## config.mk

```make
export PLATFORM = sky130hd
export DESIGN_NAME = control_sequencer_flat
export DESIGN_NICKNAME = d
export VERILOG_FILES = /design/src/rtl/control_sequencer_if.sv /design/src/rtl/control_sequencer.sv /design/src/flat_wrapper.sv
export SDC_FILE = /design/constraint.sdc
export NUM_CORES = 1
export LEC_CHECK = 0
export BUFFER_PORTS_ARGS = -buffer_cell sky130_fd_sc_hd__buf_2
export CORE_ASPECT_RATIO = 1.2
export CORE_UTILIZATION = 60
export DETAILED_ROUTE_END_ITERATION = 10
export PLACE_DENSITY_LB_ADDON = 0.3
export SLEW_MARGIN = 20
export SYNTH_ARGS = -nofsm -noshare
export SYNTH_HDL_FRONTEND = slang
export SYNTH_SLANG_ARGS = --single-unit
```

## constraint.sdc

```tcl
create_clock -name clk -period 3.33 [get_ports clk]
set_clock_uncertainty 0.05 [all_clocks]
set_input_delay 0.333 -clock clk [delete_from_list [all_inputs] [get_ports clk]]
set_output_delay 0.333 -clock clk [all_outputs]
set_load 0.05 [all_outputs]
```

## src/rtl/control_sequencer_if.sv

```systemverilog
// Instruction/memory handshake and control-strobe bundle for control_sequencer.
// master: instruction source / memory model side; slave: the sequencer.
interface control_sequencer_if #(
  parameter int OPCODE_W = 8,
  parameter int ALUOP_W  = 3,
  parameter int CNT_W    = 16
);
  logic                instr_valid;
  logic [OPCODE_W-1:0] opcode;
  logic                instr_ready;
  logic                busywait;
  logic                writeenable;
  logic                alusrc;
  logic                nemux;
  logic                jump;
  logic                branch;
  logic                mem_read;
  logic                mem_write;
  logic [ALUOP_W-1:0]  aluop;
  logic                illegal;
  logic                mem_err;
  logic [CNT_W-1:0]    retired;

  modport master (
    output instr_valid, opcode, busywait,
    input  instr_ready, writeenable, alusrc, nemux, jump, branch,
           mem_read, mem_write, aluop, illegal, mem_err, retired
  );

  modport slave (
    input  instr_valid, opcode, busywait,
    output instr_ready, writeenable, alusrc, nemux, jump, branch,
           mem_read, mem_write, aluop, illegal, mem_err, retired
  );
endinterface

```

## src/rtl/control_sequencer.sv

```systemverilog
// Multi-cycle instruction control sequencer: IDLE -> DECODE -> EXEC | MEM (-> WB).
// All control outputs are registered; a memory access that stays busy for
// TIMEOUT cycles is aborted with a mem_err pulse.
// Optional feature macro: CU_EXT_OPS_EN (opcodes 12..15 become MUL/SLL/SRL/ROR).
module control_sequencer #(
  parameter int OPCODE_W = 8,
  parameter int ALUOP_W  = 3,
  parameter int CNT_W    = 16,
  parameter int TIMEOUT  = 255
) (
  input  logic                 clk,
  input  logic                 rst_n,
  control_sequencer_if.slave   bus
);

  localparam int TW = $clog2(TIMEOUT + 1);

  typedef enum logic [2:0] {S_IDLE, S_DECODE, S_EXEC, S_MEM, S_WB} state_e;
  typedef enum logic [2:0] {K_ILL, K_ALU, K_JMP, K_BR, K_LD, K_ST} kind_e;

  typedef struct packed {
    kind_e              kind;
    logic [ALUOP_W-1:0] aluop;
    logic               alusrc;
    logic               nemux;
  } dec_t;

  function automatic dec_t mk(input kind_e k, input int a, input logic s, input logic n);
    dec_t d;
    d.kind   = k;
    d.aluop  = ALUOP_W'(a);
    d.alusrc = s;
    d.nemux  = n;
    return d;
  endfunction

  function automatic dec_t decode(input logic [OPCODE_W-1:0] op);
    dec_t d;
    d = mk(K_ILL, 0, 1'b0, 1'b0);
    case (op)
      OPCODE_W'(0):  d = mk(K_ALU, 1, 1'b1, 1'b0); // ADD
      OPCODE_W'(1):  d = mk(K_ALU, 1, 1'b1, 1'b1); // SUB
      OPCODE_W'(2):  d = mk(K_ALU, 2, 1'b1, 1'b0); // AND
      OPCODE_W'(3):  d = mk(K_ALU, 3, 1'b1, 1'b0); // OR
      OPCODE_W'(4):  d = mk(K_ALU, 0, 1'b1, 1'b0); // MOV
      OPCODE_W'(5):  d = mk(K_ALU, 0, 1'b0, 1'b0); // LOADI
      OPCODE_W'(6):  d = mk(K_JMP, 0, 1'b1, 1'b0); // J
      OPCODE_W'(7):  d = mk(K_BR,  1, 1'b1, 1'b1); // BEQ
      OPCODE_W'(8):  d = mk(K_LD,  0, 1'b1, 1'b0); // LWD
      OPCODE_W'(9):  d = mk(K_LD,  0, 1'b0, 1'b0); // LWI
      OPCODE_W'(10): d = mk(K_ST,  0, 1'b1, 1'b0); // SWD
      OPCODE_W'(11): d = mk(K_ST,  0, 1'b0, 1'b0); // SWI
`ifdef CU_EXT_OPS_EN
      OPCODE_W'(12): d = mk(K_ALU, 4, 1'b1, 1'b0); // MUL
      OPCODE_W'(13): d = mk(K_ALU, 5, 1'b1, 1'b0); // SLL
      OPCODE_W'(14): d = mk(K_ALU, 6, 1'b1, 1'b0); // SRL
      OPCODE_W'(15): d = mk(K_ALU, 7, 1'b1, 1'b0); // ROR
`endif
      default:       d = mk(K_ILL, 0, 1'b0, 1'b0);
    endcase
    return d;
  endfunction

  state_e              state;
  logic [OPCODE_W-1:0] op_q;
  logic [TW-1:0]       tcnt;
  dec_t                acc;   // decode of the incoming opcode, used at acceptance
  dec_t                dec;   // decode of the latched opcode, steers DECODE/MEM

  assign acc = decode(bus.opcode);
  assign dec = decode(op_q);

  // Ready is a pure function of the state register, so it is high only in IDLE.
  assign bus.instr_ready = (state == S_IDLE);

  // Sequencer state, registered strobes, timeout counter and retire counter.
  always_ff @(posedge clk or negedge rst_n) begin
    if (!rst_n) begin
      state           <= S_IDLE;
      op_q            <= '0;
      tcnt            <= '0;
      bus.retired     <= '0;
      bus.writeenable <= 1'b0;
      bus.jump        <= 1'b0;
      bus.branch      <= 1'b0;
      bus.mem_read    <= 1'b0;
      bus.mem_write   <= 1'b0;
      bus.aluop       <= '0;
      bus.alusrc      <= 1'b0;
      bus.nemux       <= 1'b0;
      bus.illegal     <= 1'b0;
      bus.mem_err     <= 1'b0;
    end else begin
      bus.illegal <= 1'b0;
      bus.mem_err <= 1'b0;
      case (state)
        S_IDLE: begin
          if (bus.instr_valid) begin
            // ALU selects are visible during DECODE, so load them on acceptance.
            op_q        <= bus.opcode;
            bus.aluop   <= acc.aluop;
            bus.alusrc  <= acc.alusrc;
            bus.nemux   <= acc.nemux;
            bus.illegal <= (acc.kind == K_ILL);
            state       <= S_DECODE;
          end
        end
        S_DECODE: begin
          case (dec.kind)
            K_ALU: begin bus.writeenable <= 1'b1; state <= S_EXEC; end
            K_JMP: begin bus.jump        <= 1'b1; state <= S_EXEC; end
            K_BR:  begin bus.branch      <= 1'b1; state <= S_EXEC; end
            K_LD:  begin bus.mem_read    <= 1'b1; tcnt <= '0; state <= S_MEM; end
            K_ST:  begin bus.mem_write   <= 1'b1; tcnt <= '0; state <= S_MEM; end
            default: state <= S_IDLE;
          endcase
        end
        S_EXEC: begin
          bus.writeenable <= 1'b0;
          bus.jump        <= 1'b0;
          bus.branch      <= 1'b0;
          bus.aluop       <= '0;
          bus.alusrc      <= 1'b0;
          bus.nemux       <= 1'b0;
          bus.retired     <= bus.retired + CNT_W'(1);
          state           <= S_IDLE;
        end
        S_MEM: begin
          if (bus.busywait) begin
            // Abort once TIMEOUT busy cycles have been seen in this access.
            if (tcnt == TW'(TIMEOUT - 1)) begin
              bus.mem_err   <= 1'b1;
              bus.mem_read  <= 1'b0;
              bus.mem_write <= 1'b0;
              bus.aluop     <= '0;
              bus.alusrc    <= 1'b0;
              bus.nemux     <= 1'b0;
              state         <= S_IDLE;
            end else begin
              tcnt <= tcnt + TW'(1);
            end
          end else begin
            bus.mem_read  <= 1'b0;
            bus.mem_write <= 1'b0;
            if (dec.kind == K_LD) begin
              bus.writeenable <= 1'b1;
              state           <= S_WB;
            end else begin
              bus.aluop   <= '0;
              bus.alusrc  <= 1'b0;
              bus.nemux   <= 1'b0;
              bus.retired <= bus.retired + CNT_W'(1);
              state       <= S_IDLE;
            end
          end
        end
        S_WB: begin
          bus.writeenable <= 1'b0;
          bus.aluop       <= '0;
          bus.alusrc      <= 1'b0;
          bus.nemux       <= 1'b0;
          bus.retired     <= bus.retired + CNT_W'(1);
          state           <= S_IDLE;
        end
        default: state <= S_IDLE;
      endcase
    end
  end

endmodule

```

## src/flat_wrapper.sv

```systemverilog
// flat-port wrapper written by rule: the top's interface ports become plain ports
module control_sequencer_flat 
#(
  parameter int OPCODE_W = 8,
  parameter int ALUOP_W  = 3,
  parameter int CNT_W    = 16,
  parameter int TIMEOUT  = 255
)
  (clk, rst_n, bus_instr_valid, bus_opcode, bus_busywait, bus_instr_ready, bus_writeenable, bus_alusrc, bus_nemux, bus_jump, bus_branch, bus_mem_read, bus_mem_write, bus_aluop, bus_illegal, bus_mem_err, bus_retired);
  control_sequencer_if #(.OPCODE_W(OPCODE_W), .ALUOP_W(ALUOP_W), .CNT_W(CNT_W)) bus_i ();
  input  logic clk;
  input  logic rst_n;
  input wire logic [$bits(bus_i.instr_valid)-1:0] bus_instr_valid;
  input wire logic [$bits(bus_i.opcode)-1:0] bus_opcode;
  input wire logic [$bits(bus_i.busywait)-1:0] bus_busywait;
  output wire logic [$bits(bus_i.instr_ready)-1:0] bus_instr_ready;
  output wire logic [$bits(bus_i.writeenable)-1:0] bus_writeenable;
  output wire logic [$bits(bus_i.alusrc)-1:0] bus_alusrc;
  output wire logic [$bits(bus_i.nemux)-1:0] bus_nemux;
  output wire logic [$bits(bus_i.jump)-1:0] bus_jump;
  output wire logic [$bits(bus_i.branch)-1:0] bus_branch;
  output wire logic [$bits(bus_i.mem_read)-1:0] bus_mem_read;
  output wire logic [$bits(bus_i.mem_write)-1:0] bus_mem_write;
  output wire logic [$bits(bus_i.aluop)-1:0] bus_aluop;
  output wire logic [$bits(bus_i.illegal)-1:0] bus_illegal;
  output wire logic [$bits(bus_i.mem_err)-1:0] bus_mem_err;
  output wire logic [$bits(bus_i.retired)-1:0] bus_retired;
  assign bus_i.instr_valid = bus_instr_valid;
  assign bus_i.opcode = bus_opcode;
  assign bus_i.busywait = bus_busywait;
  assign bus_instr_ready = bus_i.instr_ready;
  assign bus_writeenable = bus_i.writeenable;
  assign bus_alusrc = bus_i.alusrc;
  assign bus_nemux = bus_i.nemux;
  assign bus_jump = bus_i.jump;
  assign bus_branch = bus_i.branch;
  assign bus_mem_read = bus_i.mem_read;
  assign bus_mem_write = bus_i.mem_write;
  assign bus_aluop = bus_i.aluop;
  assign bus_illegal = bus_i.illegal;
  assign bus_mem_err = bus_i.mem_err;
  assign bus_retired = bus_i.retired;
  control_sequencer #(.OPCODE_W(OPCODE_W), .ALUOP_W(ALUOP_W), .CNT_W(CNT_W), .TIMEOUT(TIMEOUT)) u_core (.clk(clk), .rst_n(rst_n), .bus(bus_i));
endmodule
```

Word level (Yosys, flattened, before mapping):

Memory sizes are Yosys's and may differ from the RTL's.
Index checks and enable logic that the tools add are counted.

* bits in registers: 47
* bits in read-only memories: 224
* bits of input ports: 12
* output and inout port bits: 29
* logic and storage cells: 107
* memories kept: 2

Memories
* (name not given): depth 16, width 7, read ports 1, clocked after memory_dff 0, wr ports 0, RTL line control_sequencer.sv:40 `case (op)`
* (name not given): depth 16, width 7, read ports 1, clocked after memory_dff 0, wr ports 0, RTL line control_sequencer.sv:40

* add/subtract/negate cells: 2
* equality and inequality tests: 24
* muxes and demuxes: 43
* reductions and logical operators: 22

Operator list (count)
* 8-bit two-way mux: 5
* 16-bit two-way mux: 2
* 16-bit one-hot mux with 2 select lines: 1
* 3-bit two-way mux: 7
* 3-bit one-hot mux with 3 select lines: 2
* 1-bit two-way mux: 17
* 16-bit by 1-bit adder with 16-bit output (second input constant): 1
* 8-bit one-hot mux with 2 select lines: 1
* 3-bit by 2-bit equality test with 1-bit output (second input constant): 4
* 2-bit by 1-bit != test with 1-bit output (second input constant): 6
* 2-bit != test (second input constant): 6
* 4-bit AND reduction: 3
* 3-bit equality test (second input constant): 3
* 1-bit one-hot mux with 3 select lines: 3
* 3-bit AND reduction: 3
* 8-bit by 1-bit adder with 8-bit output (second input constant): 1
* 8-bit equality test (second input constant): 1
* 4-bit zero test: 2
* 1-bit one-hot mux with 2 select lines: 4
* 2-bit AND reduction: 4
* 3-bit by 1-bit equality test with 1-bit output (second input constant): 2
* 3-bit zero test: 2
* 2-bit nonzero test: 3
* 3-bit nonzero test: 2
* 5 further kinds: 6

Depth between registers and ports, before layout:

Gate-level depths: netlist of the first run.

* depth after elaboration: 6
* gate-level depth with buffers: 6
* gate-level depth less buffers: 6

Worst setup path before layout of the first run:

OpenSTA, ideal clock, no wires.

* path type: flip-flop to flip-flop
* start point: reg u_core.state[0]
* end point: reg u_core.op_q[1]
* setup time: 0.125 ns
* data arrival time: 2.481 ns
* data required time: 3.155 ns
* setup slack: 0.674 ns
* stages on the path, launching flop included: 6
* path buffers: 2
* period minus slack after synthesis: 2.656 ns
* cells stage by stage: dfrtp_1 -> clkbuf_1 -> nor3_1 -> and2_1 -> buf_2 -> mux2_2

* longest elaborated chain between the ends: 2

Ends and longest elaborated chain
* start: declaration: RTL line control_sequencer.sv:64 `state_e state;`
* start signal: assignment: RTL line control_sequencer.sv:79 `state <= S_IDLE;`
* start signal: assignment: RTL line control_sequencer.sv:105 `state <= S_DECODE;`
* start signal: assignment: RTL line control_sequencer.sv:110 `K_ALU: begin bus.writeenable <= 1'b1; state <= S_EXEC; end`
* 3-bit zero test
* net bus_instr_ready: RTL line flat_wrapper.sv:16 `output wire logic [$bits(bus_i.instr_ready)-1:0] bus_instr_ready;`
* 2-bit AND reduction (no line)
* end signal: assignment: RTL line control_sequencer.sv:100 `op_q <= bus.opcode;`
* end: declaration: RTL line control_sequencer.sv:65 `logic [OPCODE_W-1:0] op_q;`

The timed path passes the listed nets, and every way through them passes these cells.
A chain may end at the register's enable or synchronous reset.

Final worst setup path of the first run:

* start point: reg u_core.state[1]
* end point: reg u_core.bus.retired[1] (netlist name)

* longest elaborated chain between the ends: 4
* elaborated cells between the ends (all ways): 9
* those cells by class: eq/ne (5); mux (1); reduce/logical (3)

Ends and longest elaborated chain
* 3-bit by 2-bit equality test with 1-bit output / 3-bit equality test (equally long branches): RTL line control_sequencer.sv:96 `case (state)`
* 2-bit OR reduction (no line)
* 2-bit nonzero test (no line)
* 3-bit AND reduction (no line)
* end signal: assignment: RTL line control_sequencer.sv:125 `bus.retired <= bus.retired + CNT_W'(1);`
* end signal: assignment: RTL line control_sequencer.sv:152 `bus.retired <= bus.retired + CNT_W'(1);`
* end signal: assignment: RTL line control_sequencer.sv:162 `bus.retired <= bus.retired + CNT_W'(1);`
* end: declaration: RTL line control_sequencer_if.sv:33 `mem_read, mem_write, aluop, illegal, mem_err, retired`

Several ways; a longest one is shown, not always the timed one.

==> impl_metrics.py, run 1 <==
metrics = {
    "logic_synthesis": {
        "yosys_warnings": 0,
        "synthesis.area_um2": 2400,
        "synth.area.top_cells": "dfrtp_1 48%, xor2_1 6.2%, mux2_2 3.7%, nor4_1 3.1%, mux2_4 2.5%",
        "avgSynthCellArea_um2": 10.7,
        "synth-edff-count": 0,
        "synth_cells": 225,
        "synth_seq_cells": 46,
        "synth_top_area_share": 0.479,
        "synth_ff_type": "dfrtp_1",
        "syn_nets": 240,
        "yosys.area.top_type": "dfrtp_1",
        "synthArstFlopShare": 1.00,
        "ys_seq_area_frac": 0.479,
        "synth_cell_types": 58,
    },
    "route": {
        "via_per_inst": 5.79,
        "vias": 1813,
        "drtAntennaViolNets": 0,
        "finalWirelength_um": 4650,
        "wl_per_cell_um": 14.9,
        "dr.pass1.iters": 4,
        "drc": 0,
        "drt_iter0_markers": 83,
    },
    "final_layout": {
        "diodes": 0,
        "seqCellArea_um2": 1150,
        "synthToLayoutAreaGrowth_pct": 13.3,
        "final_layout_size_suffix_gt1_frac": 0.272,
        "final_area_um2": 2730,
        "final-instance-count-excl-fill": 313,
        "n_fill_cell": 316,
        "multi_input_area_um2": 1180,
        "final_net_count": 275,
    },
    "floorplan": {
        "num_rows": 24,
        "dieArea_um2": 4270,
        "die_y_um": 71.4,
        "core_area_um2": 3720,
        "ioPinCount": 41,
        "start_util": 0.646,
        "chipWidth_um": 59.8,
    },
    "clock_network": {
        "clock-root-buffer": "clkbuf_8",
        "cts_setup_buffers": 0,
        "cts_sinks": 46,
        "path_clk_slew_ps": 90,
        "cts_tree": "yes",
        "cts_resized": 0,
        "clk_path_buf_depth": 2,
        "hold_buffers": 0,
        "htreeDepth": 2,
        "clk_latency_ps": 300,
        "cts_buffers": 5,
    },
    "global_route": {
        "antenna_found_initial": 0,
        "grt_max_degree": 47,
        "overflow": 0,
        "grt.total_usage": 0.245,
        "grt_pass1_wl_um": 7970,
        "first_global_vias": 1750,
    },
    "timing": {
        "slew_violations": 0,
        "maxSlewHeadroom": 0.553,
        "whs_ps": -38.2,
        "fin_crit_sh": 0.660,
        "hold_violations": 46,
        "finalSetupViolations": 0,
        "period_minus_slack_ps": 2200,
        "worstMarginPinSlew_ps": 664,
        "grt_setup_unrepaired": "false",
        "fin_tns_setup_ps": 0,
        "setup_slack_ps": 1130,
        "max_freq_ghz": 0.455,
    },
    "power": {
        "p_per_area_nw_per_um2": 547,
        "p_leak_uw": 0.00134,
        "ir_worst_vdd_mv": 0.457,
    },
    "setup_path": {
        "crit_type": "flip-flop to flip-flop",
        "rr_worst_depth": 4,
        "startpoint_type": "flip-flop",
        "r2r-end": "u_core.bus.retired[1]",
        "crit-reg2reg-launch": "u_core.state[1]",
        "required_ps": 3470,
        "startpoint": "u_core.state[1]",
        "crit_arrival_ps": 2330,
        "cp_max_fo": 16,
        "rrSetupSlack_ps": 1130,
        "critPathCapture": "u_core.bus.retired[1]",
        "worstSetupEndpointType": "flip-flop",
    },
    "outcome": {
        "status": "complete, but fails checks",
        "violations": "hold timing",
    },
    "placed_design": {
        "placement.io_buffers": 39,
        "dp_slack_ps": 969,
        "place.gp.congestion": 0.816,
        "hpwl_um": 3240,
        "dp_cells": 305,
        "placed_cell_area_um2": 2610,
    },
    "job": {
        "cap_viol_max_count": 0,
    },
    "hold_path": {
        "worstHoldPathType": "primary input to async pin",
    },
}
## through the flow
step / total power (uW) / utilization / hold slack [ps]
after CTS: 1500 / 0.730 / 172
after floorplan: 986 / - / -12.6
after global routing: 1560 / 0.732 / 3.91
after detailed placement: 1080 / 0.700 / 402
after global placement: 1070 / 0.700 / 409
final: 1490 / 0.732 / -38.2
## cells in the final DEF, fill, tap and decap left out, types with 2 or more instances in the layout
| cell | n |
|---|---|
| and3_1 | 4 |
| and4_1 | 2 |
| nor3b_1 | 2 |
| dfrtp_1 | 46 |
| nand2b_1 | 4 |
| mux2_2 | 8 |
| a211oi_1 | 2 |
| nor4b_1 | 3 |
| a21oi_1 | 9 |
| inv_1 | 4 |
| nand4_1 | 5 |
| xor2_1 | 17 |
| o21ai_0 | 7 |
| and2_1 | 6 |
| nor2_1 | 12 |
| o21a_1 | 2 |
| nor4_1 | 12 |
| a22o_1 | 2 |
| or4_4 | 2 |
| mux2_4 | 4 |
| o211ai_1 | 2 |
| clkinvlp_4 | 2 |
| o21ai_1 | 3 |
| or2_2 | 2 |
| nand2_1 | 10 |
| nor3_1 | 4 |
| nor2b_1 | 4 |
| clkbuf_8 | 5 |
| buf_2 | 38 |
| ha_1 | 3 |
| nand3_1 | 7 |
| or3_1 | 2 |
## power by group
part	internal [uW]	total [uW]	switching, uW	leakage [uW]
Sequential	626	698	71.5	0.000607
Clock	223	418	195	0.0000504
Combinational	123	374	251	0.000682
## routing by layer
layer	wire length [um]	global-route usage	vias up
met3	180	0.0596	6
met4	50	0.0930	0
met2	2340	0.401	42
met5	0	0	-
met1	2080	0.310	880
li1	-	-	885
## how the worst min path moves through the flow
| stage | to | slack (ps) | cells after the start |
|---|---|---|---|
| floorplan | u_core.bus.aluop[0] | -10 | 0 |
| global placement | u_core.bus.retired[15] | 410 | 1 |
| detailed placement | u_core.bus.retired[15] | 400 | 1 |
| CTS | u_core.bus.alusrc | 170 | 1 |
| global route | u_core.bus.aluop[0] | 4 | 1 |
| finish | u_core.bus.alusrc | -40 | 1 |
## synthesized netlist by cell type, types with 2 or more instances
| cell | count |
|---|---|
| nor4_1 | 12 |
| or4_4 | 2 |
| and3_1 | 4 |
| xor2_1 | 17 |
| nand3_1 | 7 |
| mux2_4 | 4 |
| clkbuf_1 | 4 |
| nand2_1 | 10 |
| a211oi_1 | 2 |
| o21ai_0 | 7 |
| or3_1 | 2 |
| inv_1 | 4 |
| nand2b_1 | 4 |
| o21ai_1 | 3 |
| a21oi_1 | 10 |
| ha_1 | 3 |
| buf_4 | 2 |
| and4_1 | 2 |
| o21a_1 | 2 |
| nor4b_1 | 3 |
| nor2_1 | 12 |
| nor3b_1 | 2 |
| nor3_1 | 4 |
| mux2_2 | 8 |
| nor2b_1 | 4 |
| nand4_1 | 5 |
| o211ai_1 | 2 |
| buf_2 | 2 |
| a22o_1 | 2 |
| and2_1 | 6 |
| dfrtp_1 | 46 |
| or2_2 | 2 |
## area by class of cell
type | count | area share
clock inverters | 3 | 0.0165
clock buffers | 5 | 0.0253
well taps | 52 | 0.0239
repair buffers | 39 | 0.0725
inverters | 4 | 0.00551
flip-flops and latches | 46 | 0.422
multi-input cells | 164 | 0.434
## state kept, by name, indices dropped and copies added (netlist names), 2 cells and up
signal / flops
u_core.tcnt: 8
u_core.state: 3
u_core.bus.retired: 16
u_core.bus.aluop: 2
u_core.op_q: 8
## cell families after synthesis
kind of cell | share of synthesized area
and+or+nand+nor | 0.246
buffers and inverters | 0.0312
DFF | 0.479
other | 0.00156
muxes | 0.0713
xor gates and xnor gates | 0.0656
AOI/OAI and AO/OA | 0.0905
adders and majority gates | 0.0156
## critical path, cell delays in order (launching register included)
cell and delay (ps):
dfrtp_1 640, nand3b_1 330, nor3_4 590, nor2_1 140, mux2_1 340
No activity file was read; power rests on OpenSTA's default activity.
==> inputs of run 2 (changes only) <==
--- a/config.mk
+++ b/config.mk
@@ -5,9 +5,10 @@
 export SDC_FILE = /design/constraint.sdc
 export NUM_CORES = 1
 export LEC_CHECK = 0
+export ABC_AREA = 1
 export BUFFER_PORTS_ARGS = -buffer_cell sky130_fd_sc_hd__buf_2
 export CORE_ASPECT_RATIO = 1.2
-export CORE_UTILIZATION = 60
+export CORE_UTILIZATION = 51
 export DETAILED_ROUTE_END_ITERATION = 10
 export PLACE_DENSITY_LB_ADDON = 0.3
 export SLEW_MARGIN = 20
==> constraint.sdc (replaced) <==
create_clock -name clk -period 1.8 [get_ports clk]
set_clock_uncertainty 0.05 [all_clocks]
set_input_delay 0.18 -clock clk [delete_from_list [all_inputs] [get_ports clk]]
set_output_delay 0.18 -clock clk [all_outputs]
set_load 0.05 [all_outputs]
==> run 2 against run 1 <==
Compared with the run above:
- first-iteration DRC count is 71% higher
- the flow now finishes without violations
- die area is 31% higher
- setup slack worse by 1000 ps
- combinational power grew to 4.8 times the previous value
- routed wire length is 15% higher
- largest power group is now combinational cells
- total power grew to 2.7 times the previous value
- core utilization is 12 points lower
- cell count is 47% higher
- area after synthesis is 12% higher
==> impl_metrics.py, run 2 <==
metrics = {
    "floorplan": {
        "die_y_um": 81.7,
        "num_rows": 28,
        "start_util": 0.538,
        "dieArea_um2": 5590,
        "core_area_um2": 5010,
        "chipWidth_um": 68.4,
        "ioPinCount": 41,
    },
    "logic_synthesis": {
        "synth_ff_type": "dfrtp_1",
        "synth_top_area_share": 0.427,
        "synthArstFlopShare": 1.00,
        "synth_common_cells": "132 x nand2_1, 46 x dfrtp_1, 35 x inv_1",
        "synth_compound_area_frac": 0.0617,
        "synthSimpleGateAreaFrac": 0.366,
        "synth_top_family_by_area": "simple AND/OR/NAND/NOR gates",
        "yosys_warnings": 0,
        "synthMuxAreaShare": 0,
        "avgSynthCellArea_um2": 7.58,
        "synth.area.top_cells": "dfrtp_1 43%, nand2_1 18%, inv_1 4.9%, nor2_1 4.7%, nand3_1 3.3%",
        "synth-edff-count": 0,
        "ys_seq_area_frac": 0.427,
        "synth_cells": 356,
        "yosys.area.top_type": "dfrtp_1",
        "yosysMostFrequentCell": "nand2_1",
        "synth_cell_types": 30,
        "synthesis.area_um2": 2700,
        "syn_nets": 371,
        "synth-xor-area-share": 0.0487,
        "synth_seq_cells": 46,
        "synth_fa_ha_area_frac": 0.0139,
    },
    "global_route": {
        "first_global_vias": 2166,
        "antenna_found_initial": 0,
        "overflow": 0,
        "grt_max_degree": 22,
        "grt_pass1_wl_um": 9020,
        "grt.total_usage": 0.213,
    },
    "final_layout": {
        "final_net_count": 415,
        "final_layout_size_suffix_gt1_frac": 0.202,
        "top_register": "u_core.bus.retired",
        "fin_util": 0.612,
        "diodes": 0,
        "synthToLayoutAreaGrowth_pct": 13.6,
        "mostFrequentLayoutCells": "132 x nand2_1, 45 x dfrtp_1, 39 x buf_2",
        "n_fill_cell": 488,
        "reg_top3": "u_core.bus.retired: 16 flops, u_core.op_q: 8 flops, u_core.tcnt: 8 flops",
        "largest_reg_flops": 16,
        "layout_commonest_cell": "nand2_1",
    },
    "setup_path": {
        "worstSetupEndpointType": "primary output",
        "crit_type": "flip-flop to primary output",
        "required_ps": 1570,
        "rr_worst_depth": 9,
        "crit_arrival_ps": 1480,
        "cp_max_fo": 8,
        "startpoint_type": "flip-flop",
    },
    "placed_design": {
        "place.gp.congestion": 0.814,
        "dp_slack_ps": 107,
        "hpwl_um": 4100,
        "placement.io_buffers": 39,
    },
    "power": {
        "ir_worst_vdd_mv": 0.912,
        "p_leak_uw": 0.00162,
        "p_per_area_nw_per_um2": 1310,
    },
    "outcome": {
        "status": "finished, final reports clean",
    },
    "route": {
        "drc": 0,
        "vias": 2316,
        "drtAntennaViolNets": 0,
        "via_per_inst": 5.02,
        "finalWirelength_um": 5330,
        "drt_iter0_markers": 142,
        "wl_per_cell_um": 11.6,
        "dr.pass1.iters": 4,
    },
    "timing": {
        "setup_slack_ps": 93.9,
        "hold_violations": 0,
        "max_freq_ghz": 0.586,
        "slew_violations": 0,
        "fin_tns_setup_ps": 0,
        "period_minus_slack_ps": 1710,
        "finalSetupViolations": 0,
        "fin_crit_sh": 0.948,
    },
    "clock_network": {
        "clk_path_buf_depth": 2,
        "clk_latency_ps": 300,
        "path_clk_slew_ps": 80,
        "htreeDepth": 2,
        "cts_tree": "yes",
        "cts_sinks": 46,
        "cts_buffers": 5,
        "clock-root-buffer": "clkbuf_8",
    },
    "hold_path": {
        "hold_path_depth": 2,
        "worstHoldPathType": "primary input to flip-flop",
    },
    "job": {
        "cap_viol_max_count": 0,
    },
}
[run 2: kinds of logic after synthesis]
kind of cell,after synthesis
compound gates,26
xor+xnor,15
fa+ha+maj,3
buf+inv,47
flops,46
other cells,1
simple gates,218
[run 2: power by group]
part | leakage (uW) | switching, uW | total [uW] | internal, uW
clock | 0.0000514 | 355 | 770 | 415
combinational | 0.000953 | 1290 | 1780 | 490
sequential | 0.000613 | 196 | 1450 | 1260
total | 0.00162 | 1840 | 4000 | 2160
[run 2: critical path: stages (launching register included)]
cell and delay [ps]:
dfrtp_2 500, inv_2 70, nand2_1 90, inv_1 80
nand2_1 90, inv_1 100, buf_2 260
[run 2: path summary, 6_finish.rpt]
kind	startpoint	to	slack, ps
max reg2reg	u_core.tcnt[0]	u_core.tcnt[7]	150
max	u_core.state[2]	bus_instr_ready	90
max in group asynchronous	rst_n	u_core.tcnt[2]	810
min	bus_busywait	u_core.state[2]	60
min in group asynchronous	rst_n	u_core.bus.retired[11]	320
min reg2reg	u_core.bus.aluop[0]	u_core.bus.aluop[0]	430
[run 2: what timing repair did]
| action | 4_1_cts | 5_1_grt |
|---|---|---|
| endpoints found under the setup margin | 0 | 8 |
| hold endpoints to repair | 19 | 0 |
| resized for setup | 0 | 4 |
| hold buffers | 1 | 0 |
| buffers inserted | 0 | 0 |
[run 2: metrics by stage]
stage | area [um^2] | total power (uW) | hold slack, ps | cells
2_1_floorplan | 2700 | 2890 | -166 | 356
3_3_place_gp | 2930 | 3180 | 125 | 452
3_5_place_dp | 2930 | 3220 | 128 | 452
4_1_cts | 3050 | 4000 | 63.4 | 461
5_1_grt | 3060 | 4280 | 50.4 | 461
6_report | 3060 | 4000 | 63.9 | 461
[run 2: layout make-up]
class                           instances  area [um^2]  area share
Timing Repair Buffer                   43          231      0.0755
Inverter                               41          155      0.0506
Tap cell                               60         75.1      0.0245
Clock buffer                            6         72.6      0.0237
Clock inverter                          2         37.5      0.0122
Multi-Input combinational cell        263         1340       0.437
Sequential cell                        46         1150       0.376
[run 2: routing by layer]
metal,vias to the layer above,wire length [um],track usage,part of all wire
li1,1195,-,-,-
met1,1062,2430,0.246,0.46
met2,50,2640,0.389,0.50
met3,9,173,0.0403,0.032
met4,0,81,0.0625,0.015
met5,-,0,0,0
